### config.mk
export PLATFORM = sky130hd
export DESIGN_NAME = dds_phase_reader
export DESIGN_NICKNAME = d
export VERILOG_FILES = /design/src/rtl/dds_pkg.sv /design/src/rtl/dds_tick_gen.sv /design/src/rtl/dds_phase_reader.sv
export SDC_FILE = /design/constraint.sdc
export NUM_CORES = 1
export LEC_CHECK = 0
export CAP_MARGIN = 20
export CORE_ASPECT_RATIO = 1.75
export CORE_UTILIZATION = 25
export CTS_BUF_LIST = sky130_fd_sc_hd__clkbuf_16
export CTS_CLUSTER_SIZE = 14
export DETAILED_ROUTE_END_ITERATION = 8
export GPL_TIMING_DRIVEN = 0
export PLACE_DENSITY = 0.39
export SYNTH_ARGS = -nofsm -noshare
export SYNTH_HDL_FRONTEND = slang
export SYNTH_SLANG_ARGS = --single-unit
### constraint.sdc
create_clock -name clk -period 4.45 [get_ports clk]
set_input_delay 0.89 -clock clk [delete_from_list [all_inputs] [get_ports clk]]
set_output_delay 0.89 -clock clk [all_outputs]
set_load 0.05 [all_outputs]
### src/rtl/dds_pkg.sv
// Shared widths and FSM state encoding for the DDS phase reader.
package dds_pkg;

   localparam int unsigned ACC_WIDTH_DEF  = 24;
   localparam int unsigned ADDR_WIDTH_DEF = 9;
   localparam int unsigned DATA_WIDTH_DEF = 8;
   localparam int unsigned DIV_WIDTH_DEF  = 16;

   typedef enum logic {
      ST_IDLE = 1'b0,
      ST_RUN  = 1'b1
   } dds_state_t;

endpackage

### src/rtl/dds_tick_gen.sv
// Sample-rate prescaler: counts 0..div while running and flags the last count.
module dds_tick_gen
   import dds_pkg::*;
#(
   parameter int unsigned DIV_WIDTH = DIV_WIDTH_DEF
) (
   input  logic                 clk,
   input  logic                 rst_n,
   input  logic                 run,
   input  logic [DIV_WIDTH-1:0] div,
   output logic                 tick
);

   logic [DIV_WIDTH-1:0] count;

   assign tick = run && (count == div);

   // Count up to div and roll over; held at zero whenever not running.
   always_ff @(posedge clk or negedge rst_n) begin
      if (!rst_n) begin
         count <= '0;
      end else if (!run || (count == div)) begin
         count <= '0;
      end else begin
         count <= count + 1'b1;
      end
   end

endmodule

### src/rtl/dds_phase_reader.sv
// DDS phase accumulator driving an external registered wavetable RAM,
// with a one-entry tuning-word buffer and a sample/wrap strobe pipeline.
module dds_phase_reader
   import dds_pkg::*;
#(
   parameter int unsigned ACC_WIDTH  = ACC_WIDTH_DEF,
   parameter int unsigned ADDR_WIDTH = ADDR_WIDTH_DEF,
   parameter int unsigned DATA_WIDTH = DATA_WIDTH_DEF,
   parameter int unsigned DIV_WIDTH  = DIV_WIDTH_DEF
) (
   input  logic                  clk,
   input  logic                  rst_n,
   input  logic                  en,
   input  logic [DIV_WIDTH-1:0]  div,
   input  logic [ACC_WIDTH-1:0]  tw_data,
   input  logic                  tw_valid,
   output logic                  tw_ready,
   output logic [ADDR_WIDTH-1:0] rd_addr,
   input  logic [DATA_WIDTH-1:0] rd_data,
   output logic [DATA_WIDTH-1:0] sample,
   output logic                  sample_valid,
   output logic                  wrap
);

   dds_state_t           state;
   logic                 run;
   logic                 tick;
   logic [ACC_WIDTH-1:0] acc;
   logic [ACC_WIDTH-1:0] tw;
   logic [ACC_WIDTH-1:0] pend_word;
   logic                 pending;
   logic [ACC_WIDTH-1:0] tw_eff;
   logic [ACC_WIDTH:0]   sum;
   logic [1:0]           v_pipe;
   logic [1:0]           w_pipe;

   assign run      = (state == ST_RUN);
   assign tw_ready = ~pending;
   // A word still pending at a tick is folded into that tick's addition.
   assign tw_eff   = pending ? pend_word : tw;
   assign sum      = {1'b0, acc} + {1'b0, tw_eff};
   assign rd_addr  = acc[ACC_WIDTH-1 -: ADDR_WIDTH];

   dds_tick_gen #(
      .DIV_WIDTH(DIV_WIDTH)
   ) u_tick_gen (
      .clk  (clk),
      .rst_n(rst_n),
      .run  (run),
      .div  (div),
      .tick (tick)
   );

   // Run/idle state follows the sampled enable.
   always_ff @(posedge clk or negedge rst_n) begin
      if (!rst_n) begin
         state <= ST_IDLE;
      end else begin
         state <= en ? ST_RUN : ST_IDLE;
      end
   end

   // Phase accumulate on tick; tuning word commits on tick, or at once when idle.
   always_ff @(posedge clk or negedge rst_n) begin
      if (!rst_n) begin
         acc <= '0;
         tw  <= '0;
      end else if (tick) begin
         acc <= sum[ACC_WIDTH-1:0];
         tw  <= tw_eff;
      end else if ((state == ST_IDLE) && pending) begin
         tw <= pend_word;
      end
   end

   // One-entry tuning-word buffer; accepts only while empty.
   always_ff @(posedge clk or negedge rst_n) begin
      if (!rst_n) begin
         pending   <= 1'b0;
         pend_word <= '0;
      end else if (tw_valid && !pending) begin
         pending   <= 1'b1;
         pend_word <= tw_data;
      end else if (tick || (state == ST_IDLE)) begin
         pending <= 1'b0;
      end
   end

   // Strobe/wrap shift covering the RAM read latency; runs regardless of state.
   always_ff @(posedge clk or negedge rst_n) begin
      if (!rst_n) begin
         v_pipe       <= '0;
         w_pipe       <= '0;
         sample_valid <= 1'b0;
         wrap         <= 1'b0;
         sample       <= '0;
      end else begin
         v_pipe       <= {v_pipe[0], tick};
         w_pipe       <= {w_pipe[0], tick & sum[ACC_WIDTH]};
         sample_valid <= v_pipe[1];
         wrap         <= w_pipe[1];
         if (v_pipe[1]) begin
            sample <= rd_data;
         end
      end
   end

endmodule

Word-level counts from Yosys, hierarchy flattened
Cells that the tools add are included.
{ "classes": {"bitwise": 3, "mux": 7, "n_eq_ne": 1, "n_reduce_logical": 9, "add_sub_neg": 2} }
{ "ops": {"columns": ["operator", "count"], "rows": [
  ["$mux 24", 3],
  ["$add 24x24->25", 1],
  ["$add 16x1->16 const B", 1],
  ["$eq 16x16->1", 1],
  ["$mux 16", 1],
  ["$reduce_bool 2->1", 2],
  ["$logic_and 1x1->1", 3],
  ["$mux 1", 3],
  ["$logic_not 1->1", 2],
  ["$logic_or 1x1->1", 2],
  ["$not 1->1", 2],
  ["$and 1x1->1", 1]
]} }
{ "totals": {"ff_bits": 104, "output_inout_bits": 20} }

Longest topological paths before layout
Gate-level depths: netlist of run 1.
{ "logic_depth": {"depth_word": 5, "mapped_depth": 11} }

Cells and area by module
From an unflattened synthesis of run 1, not the netlist that was laid out.
{ "hier_totals": {"hier_cells": 539, "area_unflattened_um2": 6015.8} }
{ "modules_own_cells": {"columns": ["mod", "cells_each", "seq_area_each_um2", "area_per_inst_um2", "instances"], "rows": [
  ["dds_phase_reader", 438, 2202.1, 5021.1, 1],
  ["dds_tick_gen", 101, 400.4, 994.7, 1]
]} }

Worst setup path after synthesis of run 1
Ideal clock, no wire load.
{ "synth_timing": {"path_type": "flip-flop to flip-flop", "startpoint": "register pending", "endpoint": "register acc[22]", "stages_incl_launch_ff": 11, "n_path_buf": 2, "synth_period_minus_slack_ps": 3154, "arrival_ps": 3028, "slack_ps": 1296, "path_cell_list": "dfrtp_1 > clkbuf_1 > buf_1 > mux2_2 > ha_1 > a21o_1 > a221oi_1 > o21ai_1 > nand4_1 > o21ai_0 > a221o_1"} }
{ "synth_between": {"elab_chain_cells": 2} }
{ "synth_lines": {"columns": ["item", "line", "text"], "rows": [
  ["start, declared", "dds_phase_reader.sv:31", "logic pending;"],
  ["start signal, assigned", "dds_phase_reader.sv:79", "pending <= 1'b0;"],
  ["start signal, assigned", "dds_phase_reader.sv:82", "pending <= 1'b1;"],
  ["start signal, assigned", "dds_phase_reader.sv:85", "pending <= 1'b0;"],
  ["$mux 24", "dds_phase_reader.sv:40", "assign tw_eff = pending ? pend_word : tw;"],
  ["$add 24x24->25", "dds_phase_reader.sv:41", "assign sum = {1'b0, acc} + {1'b0, tw_eff};"],
  ["end signal, assigned", "dds_phase_reader.sv:69", "acc <= sum[ACC_WIDTH-1:0];"],
  ["end, declared", "dds_phase_reader.sv:28", "logic [ACC_WIDTH-1:0] acc;"]
]} }
Every way passes these cells.
A chain may end at the register's enable or synchronous reset.

Final worst setup path of run 1
Ends and elaborated chain as after synthesis.

==> results of run 1 <==
## worst register-to-register path, cell delays in order (launching register included)
cell and delay [ns]:
sky130_fd_sc_hd__dfrtp_1 0.32, sky130_fd_sc_hd__clkbuf_1 0.37, sky130_fd_sc_hd__buf_1 0.56, sky130_fd_sc_hd__mux2_2 0.42, sky130_fd_sc_hd__ha_1 0.34, sky130_fd_sc_hd__a21o_1 0.22, sky130_fd_sc_hd__a221oi_1 0.53, sky130_fd_sc_hd__o21ai_1 0.35
sky130_fd_sc_hd__nand4_1 0.33, sky130_fd_sc_hd__o21ai_0 0.14, sky130_fd_sc_hd__a221o_1 0.30
## per-layer routing
| layer | wire length [um] | part of all wire, % | global-route usage (%) | up-vias |
|---|---|---|---|---|
| met2 | 8410 | 56 | 25.6 | 66 |
| met3 | 415 | 2.8 | 1.96 | 20 |
| met1 | 5610 | 38 | 13.5 | 2039 |
| met4 | 490 | 3.3 | 6.50 | 0 |
| li1 | - | - | - | 2018 |
| met5 | 0 | 0 | 0 | - |
## sequential cells by signal, indices dropped and copies added, names as in the netlist
signal,count
acc,24
pend_word,24
tw,24
u_tick_gen.count,16
sample,8
v_pipe,2
w_pipe,2
pending,1
run,1
sample_valid,1
wrap,1
## cell families after synthesis
| family | count (synthesis) | share of synthesized area, % |
|---|---|---|
| AO/OA/AOI/OAI | 95 | 11.0 |
| XOR/XNOR | 41 | 6.31 |
| adder cells (fa/ha/maj) | 26 | 5.85 |
| buffers and inverters | 40 | 3.45 |
| flip-flops | 104 | 45.8 |
| multiplexers | 82 | 16.2 |
| AND/OR/NAND/NOR | 131 | 11.5 |
## stage by stage
stage	hold slack, ns	setup WS, ns	area, um^2
finish	0.350	0.467	7080
global route	0.353	0.0876	7080
CTS	0.352	0.320	7080
detailed placement	0.336	0.328	6790
global placement	0.339	-1.80	6770
floorplan	0.331	1.30	5690
## cell usage after synthesis (3+ instances only)
| master | count |
|---|---|
| sky130_fd_sc_hd__nand2_1 | 46 |
| sky130_fd_sc_hd__mux2_2 | 80 |
| sky130_fd_sc_hd__inv_1 | 12 |
| sky130_fd_sc_hd__a31oi_1 | 3 |
| sky130_fd_sc_hd__a21oi_1 | 21 |
| sky130_fd_sc_hd__xnor2_1 | 9 |
| sky130_fd_sc_hd__and3_1 | 12 |
| sky130_fd_sc_hd__nor3_1 | 3 |
| sky130_fd_sc_hd__xor2_1 | 32 |
| sky130_fd_sc_hd__nand3_1 | 9 |
| sky130_fd_sc_hd__clkbuf_1 | 10 |
| sky130_fd_sc_hd__a211o_1 | 5 |
| sky130_fd_sc_hd__a21o_1 | 6 |
| sky130_fd_sc_hd__buf_4 | 9 |
| sky130_fd_sc_hd__buf_1 | 4 |
| sky130_fd_sc_hd__a41oi_1 | 3 |
| sky130_fd_sc_hd__nor2_1 | 31 |
| sky130_fd_sc_hd__ha_1 | 25 |
| sky130_fd_sc_hd__o31ai_1 | 4 |
| sky130_fd_sc_hd__o211ai_1 | 5 |
| sky130_fd_sc_hd__dfrtp_1 | 104 |
| sky130_fd_sc_hd__o21a_1 | 4 |
| sky130_fd_sc_hd__nor2b_1 | 3 |
| sky130_fd_sc_hd__nor4_2 | 4 |
| sky130_fd_sc_hd__nand4_1 | 10 |
| sky130_fd_sc_hd__buf_2 | 4 |
| sky130_fd_sc_hd__o21ai_0 | 26 |
## worst max path at each step
stage                              from                        end  slack, ns  cells past startpoint
floorplan           pending$_DFFE_PN0P_        acc[22]$_DFFE_PN0N_       1.30                     10
global placement                  rst_n  pend_word[12]$_DFFE_PN0P_      -1.80                      1
detailed placement  pending$_DFFE_PN0P_        acc[22]$_DFFE_PN0N_       0.33                     10
CTS                 pending$_DFFE_PN0P_        acc[22]$_DFFE_PN0N_       0.32                     10
global route        pending$_DFFE_PN0P_        acc[21]$_DFFE_PN0N_       0.09                     10
finish              pending$_DFFE_PN0P_        acc[22]$_DFFE_PN0N_       0.47                     10
## power breakdown
part | internal (W) | switching (W)
combinational | 0.000365 | 0.000370
sequential | 0.00109 | 0.0000783
clock | 0.000431 | 0.000358
total | 0.00189 | 0.000806
## final cells by class
type / instances / area (um^2) / share of cell area (%)
clock inverters: 7 / 63.8 / 0.901
multi-input cells: 375 / 2890 / 40.8
repair buffers: 72 / 736 / 10.4
inverters: 12 / 45.0 / 0.636
plain buffers: 28 / 151 / 2.14
well taps: 296 / 370 / 5.23
flip-flops and latches: 104 / 2600 / 36.7
clock buffers: 9 / 225 / 3.18
==> results.py, run 1 <==
metrics = {
    "status": {
        "outcome": "complete, no violations",
    },
    "synth": {
        "postSynthAreaPerCell_um2": 11.0,
        "yosys_warnings": 0,
        "yosys.area.top_type_share_pct": 45.8,
        "postSynthNetCount": 597,
        "synth_enable_flop_cells": 0,
        "synthDominantAreaCellType": "sky130_fd_sc_hd__dfrtp_1",
        "synth_area_mm2": 0.00569,
        "leading_post_synthesis_cells_by_cell_area": "sky130_fd_sc_hd__dfrtp_1 (46%), sky130_fd_sc_hd__mux2_2 (16%), sky130_fd_sc_hd__ha_1 (5.5%)",
        "synth-async-reset-ratio_pct": 100,
        "ys.flop_type": "sky130_fd_sc_hd__dfrtp_1",
        "synth_unique_cells": 55,
        "postSynthRegisterBits": 104,
        "netlist_instances": 519,
        "synth.yosys.seq_area_share_pct": 45.8,
    },
    "global_routing": {
        "via_count_of_the_first_global_routing_pass": 4478,
        "grt_first_pass_wirelength_um": 23500,
        "grt_antenna_before_repair": 0,
        "globalRouteOverflowTotal": 0,
        "grt_max_degree": 61,
        "global_route.usage.total_pct": 13.3,
    },
    "routing": {
        "vias_per_cell": 4.59,
        "detail_route.wl_per_cell_um": 16.5,
        "firstDrtPassIters": 4,
        "routed_wl_um": 14900,
        "route.vias.total": 4143,
        "ant_nets": 0,
        "post-route-drc-count": 0,
        "drt_first_iter_violations": 103,
    },
    "layout": {
        "layout.cells.most_common": "sky130_fd_sc_hd__dfrtp_1",
        "final_cell_mix": "sky130_fd_sc_hd__dfrtp_1 (104), sky130_fd_sc_hd__mux2_2 (80), sky130_fd_sc_hd__clkdlybuf4s50_1 (70)",
        "non_filler_instance_count_after_layout": 903,
        "final_nets": 680,
        "n_fill_cell": 2329,
        "antennaDiodeCount": 0,
        "fin_util_pct": 31.8,
        "final_layout_size_suffix_gt1_share_pct": 19.6,
        "area_delta_synth_final_pct": 24.5,
    },
    "power": {
        "cellPowerDensity_mw_per_mm2": 380,
        "leakagePower_nw": 3.12,
        "totalPowerFinal_w": 0.00270,
        "power.ir.vdd_worst_v": 0.000184,
    },
    "cts": {
        "max-clock-path-buffers": 2,
        "clkTransAtPathRegs_ns": 0.07,
        "h_tree_levels": 3,
        "clock_insertion_delay_worst_skew_ns": 0.35,
        "post_cts_resized": 0,
        "numCtsBuffers": 9,
        "postCtsSetupRepairBufs": 0,
        "clkSinkCount": 104,
        "cts_tree": "done",
        "cts_hold_buf": 0,
        "cts_root_buffer": "sky130_fd_sc_hd__clkbuf_16",
    },
    "sta": {
        "worst_slew_pin_slew_ns": 0.691,
        "layout_min_cycle_time_ns": 3.98,
        "report.final.slew_viol_count": 0,
        "hold_viol": 0,
        "maxSlewHeadroom_pct": 53.9,
        "rsz0062_at_grt": "no",
        "fin_crit_sh_pct": 89.5,
        "setup_viol_count_final": 0,
        "finClkSkew_ns": 0.00743,
        "aggregate_negative_setup_slack_ns": 0,
        "fmax_mhz": 251,
    },
    "hold_path": {
        "hold-path-endpoint": "v_pipe[1]$_DFF_PN0_",
        "min_path_cells": 0,
        "min-delay-start": "v_pipe[0]$_DFF_PN0_",
        "holdCritPathClass": "reg -> reg",
    },
    "floorplanning": {
        "io-pin-count": 72,
        "placeableCoreArea_mm2": 0.0223,
        "floorplan.rows": 72,
        "initial_utilization_pct": 25.6,
        "die_width_um": 116,
        "die-height_um": 202,
        "die-area_mm2": 0.0234,
    },
    "setup_path": {
        "worst_r2r_path_depth": 10,
        "critPathArrivalTime_ns": 4.22,
        "critPathBufInv": 2,
        "worstPathRequired_ns": 4.69,
        "critical_path.cell_chain": "clkbuf_1, buf_1, mux2_2, ha_1, a21o_1, a221oi_1, o21ai_1, nand4_1, o21ai_0, a221o_1",
        "rr_endpoint": "acc[22]$_DFFE_PN0N_",
        "r2r_slack_ns": 0.47,
        "worst-path-max-fanout": 10,
        "worst_path_largest_cell_delay_ns": 0.56,
        "critical-path-top-delay-family": "compound AO/OA/AOI/OAI gates",
        "regToRegStartpoint": "pending$_DFFE_PN0P_",
        "critPathLaunchType": "flop",
        "timing_worst_setup_path_type": "reg -> reg",
        "setup.worst_path.end_class": "flop",
        "crit_slowest_cell": "sky130_fd_sc_hd__buf_1",
    },
    "place": {
        "dp.final_hpwl_um": 11500,
        "dp_cells": 887,
        "total_of_buffers_placed_on_input_and_output_ports": 71,
        "place_congestion": 0.868,
    },
    "job": {
        "drv.max_cap_violation_count": 0,
    },
}
Power figures use the tool's default switching activity.
==> run 2, diff against run 1 <==
--- a/config.mk
+++ b/config.mk
@@ -7,6 +7,7 @@
 export LEC_CHECK = 0
 export CAP_MARGIN = 20
 export CORE_ASPECT_RATIO = 1.75
+export CORE_MARGIN = 8
 export CORE_UTILIZATION = 25
 export CTS_BUF_LIST = sky130_fd_sc_hd__clkbuf_16
 export CTS_CLUSTER_SIZE = 14
==> run 2 against run 1 <==
Net effect:
- register-to-register slack is essentially flat
- setup slack gained 0.0092 ns
- critical path depth is the same
- clock power grew 2%
- clock-buffer cell count is the same
- sequential share of layout area shrank 0.078 points
- global-route usage shrank 2.3 points
- worst hold slack lost 0.00082 ns
- clock skew grew 0.0046 ns
- combinational power grew 0.5%
- critical path type unchanged
- fmax grew 0.23%
- sequential cell count is the same
==> results.py, run 2 (synthesis gave the netlist of run 1 again) <==
metrics = {
    "floorplanning": {
        "floorplan.rows": 73,
        "io-pin-count": 72,
        "die_width_um": 130,
        "die-height_um": 216,
        "die-area_mm2": 0.0280,
        "initial_utilization_pct": 25.2,
        "placeableCoreArea_mm2": 0.0226,
    },
    "setup_path": {
        "critPathLaunchType": "flop",
        "critical-path-top-delay-family": "compound AO/OA/AOI/OAI gates",
        "crit_slowest_cell": "sky130_fd_sc_hd__a221oi_1",
        "worst_path_largest_cell_delay_ns": 0.55,
        "worstPathRequired_ns": 4.68,
        "critPathArrivalTime_ns": 4.21,
        "timing_worst_setup_path_type": "reg -> reg",
        "setup.worst_path.end_class": "flop",
        "worst-path-max-fanout": 10,
        "critPathBufInv": 2,
        "critical_path.cell_chain": "clkbuf_1, buf_1, mux2_2, ha_1, a21o_1, a221oi_1, o21ai_1, nand4_1, o21ai_0, a221o_1",
    },
    "sta": {
        "hold_viol": 0,
        "aggregate_negative_setup_slack_ns": 0,
        "report.final.slew_viol_count": 0,
        "fmax_mhz": 252,
        "fin_crit_sh_pct": 89.3,
        "layout_min_cycle_time_ns": 3.97,
        "rsz0062_at_grt": "no",
        "maxSlewHeadroom_pct": 44.1,
        "worst_slew_pin_slew_ns": 0.839,
        "setup_viol_count_final": 0,
        "finClkSkew_ns": 0.0120,
    },
    "cts": {
        "clkTransAtPathRegs_ns": 0.08,
        "postCtsSetupRepairBufs": 0,
        "cts_tree": "done",
        "post_cts_resized": 0,
        "numCtsBuffers": 9,
        "cts_root_buffer": "sky130_fd_sc_hd__clkbuf_16",
        "max-clock-path-buffers": 2,
        "clkSinkCount": 104,
        "cts_hold_buf": 0,
        "clock_insertion_delay_worst_skew_ns": 0.35,
        "h_tree_levels": 3,
    },
    "power": {
        "cellPowerDensity_mw_per_mm2": 383,
        "power.ir.vdd_worst_v": 0.000178,
        "leakagePower_nw": 3.11,
    },
    "place": {
        "place_congestion": 0.851,
        "dp.final_hpwl_um": 11700,
        "dp_cells": 891,
        "total_of_buffers_placed_on_input_and_output_ports": 71,
        "dpl_cell_area_mm2": 0.00680,
    },
    "global_routing": {
        "grt_use_met1_pct": 11.4,
        "global_route.usage.total_pct": 11.0,
        "grt_antenna_before_repair": 0,
        "grtUsageMet2_pct": 21.0,
        "grt_first_pass_wirelength_um": 23600,
        "grt_max_degree": 62,
        "grt.busiest_layer": "met2",
        "globalRouteOverflowTotal": 0,
        "global_route_track_usage_on_met3_pct": 1.95,
        "via_count_of_the_first_global_routing_pass": 4337,
    },
    "layout": {
        "fin_util_pct": 31.5,
        "non_filler_instance_count_after_layout": 907,
        "layout.cells.most_common": "sky130_fd_sc_hd__dfrtp_1",
        "final_nets": 680,
        "area_delta_synth_final_pct": 24.8,
        "final_layout_size_suffix_gt1_share_pct": 19.6,
        "top_regs": "acc x24, pend_word x24, tw x24",
        "antennaDiodeCount": 0,
        "n_fill_cell": 2359,
        "final_cell_mix": "sky130_fd_sc_hd__dfrtp_1 (104), sky130_fd_sc_hd__mux2_2 (80), sky130_fd_sc_hd__clkdlybuf4s50_1 (70)",
        "stdcell_area_mm2": 0.00710,
    },
    "hold_path": {
        "holdCritPathClass": "reg -> reg",
    },
    "routing": {
        "detail_route.wl_per_cell_um": 16.5,
        "post-route-drc-count": 0,
        "routed_wl_um": 15000,
        "vias_per_cell": 4.57,
        "drt_first_iter_violations": 141,
        "ant_nets": 0,
        "firstDrtPassIters": 4,
        "route.vias.total": 4148,
    },
    "status": {
        "outcome": "complete, no violations",
    },
    "job": {
        "drv.max_cap_violation_count": 0,
    },
}
-- run 2: cell types whose count changed in the layout (fill, tap and decap cells not counted), sizes merged --
cell      previous run  this run
clkinv               3         2
clkinvlp             2         3
-- run 2: cell type report --
class	instances	area (um^2)	area share, %
Inverter	12	45.0	0.635
Clock inverter	7	73.8	1.04
Sequential cell	104	2600	36.7
Buffer	28	151	2.13
Timing Repair Buffer	72	736	10.4
Tap cell	300	375	5.29
Clock buffer	9	225	3.17
Multi-Input combinational cell	375	2890	40.7
-- run 2: final timing paths --
check | cells after the start | end | slack, ns | startpoint
worst max-delay path | 10 | acc[22]$_DFFE_PN0N_ | 0.48 | pending$_DFFE_PN0P_
worst min register to register | 0 | v_pipe[1]$_DFF_PN0_ | 0.35 | v_pipe[0]$_DFF_PN0_
min in group asynchronous | 1 | sample[2]$_DFFE_PN0P_ | 0.62 | rst_n
worst min-delay path | 0 | v_pipe[1]$_DFF_PN0_ | 0.35 | v_pipe[0]$_DFF_PN0_
worst max register to register | 10 | acc[22]$_DFFE_PN0N_ | 0.48 | pending$_DFFE_PN0P_
max in group asynchronous | 2 | tw[17]$_DFFE_PN0P_ | 3.08 | rst_n
-- run 2: per-layer routing --
metal | vias to the layer above | part of all wire [%]
met2 | 61 | 56
met4 | 0 | 1.8
met5 | - | 0
met3 | 13 | 3.0
li1 | 2028 | -
met1 | 2046 | 39
-- run 2: worst register-to-register path, cell delays in order (launching register included) --
cell                       delay (ns)
sky130_fd_sc_hd__dfrtp_1         0.32
sky130_fd_sc_hd__clkbuf_1        0.38
sky130_fd_sc_hd__buf_1           0.54
sky130_fd_sc_hd__mux2_2          0.41
sky130_fd_sc_hd__ha_1            0.34
sky130_fd_sc_hd__a21o_1          0.21
sky130_fd_sc_hd__a221oi_1        0.55
sky130_fd_sc_hd__o21ai_1         0.35
sky130_fd_sc_hd__nand4_1         0.31
sky130_fd_sc_hd__o21ai_0         0.14
sky130_fd_sc_hd__a221o_1         0.29
-- run 2: power breakdown --
group	total [W]	switching [W]	internal (W)
clock	0.000806	0.000369	0.000437
combinational	0.000739	0.000373	0.000366
sequential	0.00117	0.0000787	0.00109
total	0.00272	0.000821	0.00189
-- run 2: metrics by stage --
stage          total power (W)  setup WS (ns)  hold slack, ns
6_report               0.00272          0.476           0.349
5_1_grt                0.00290         0.0981           0.364
4_1_cts                0.00277          0.333           0.358
3_5_place_dp           0.00194          0.355           0.340
3_3_place_gp           0.00192          -1.79           0.337
2_1_floorplan          0.00171           1.30           0.331
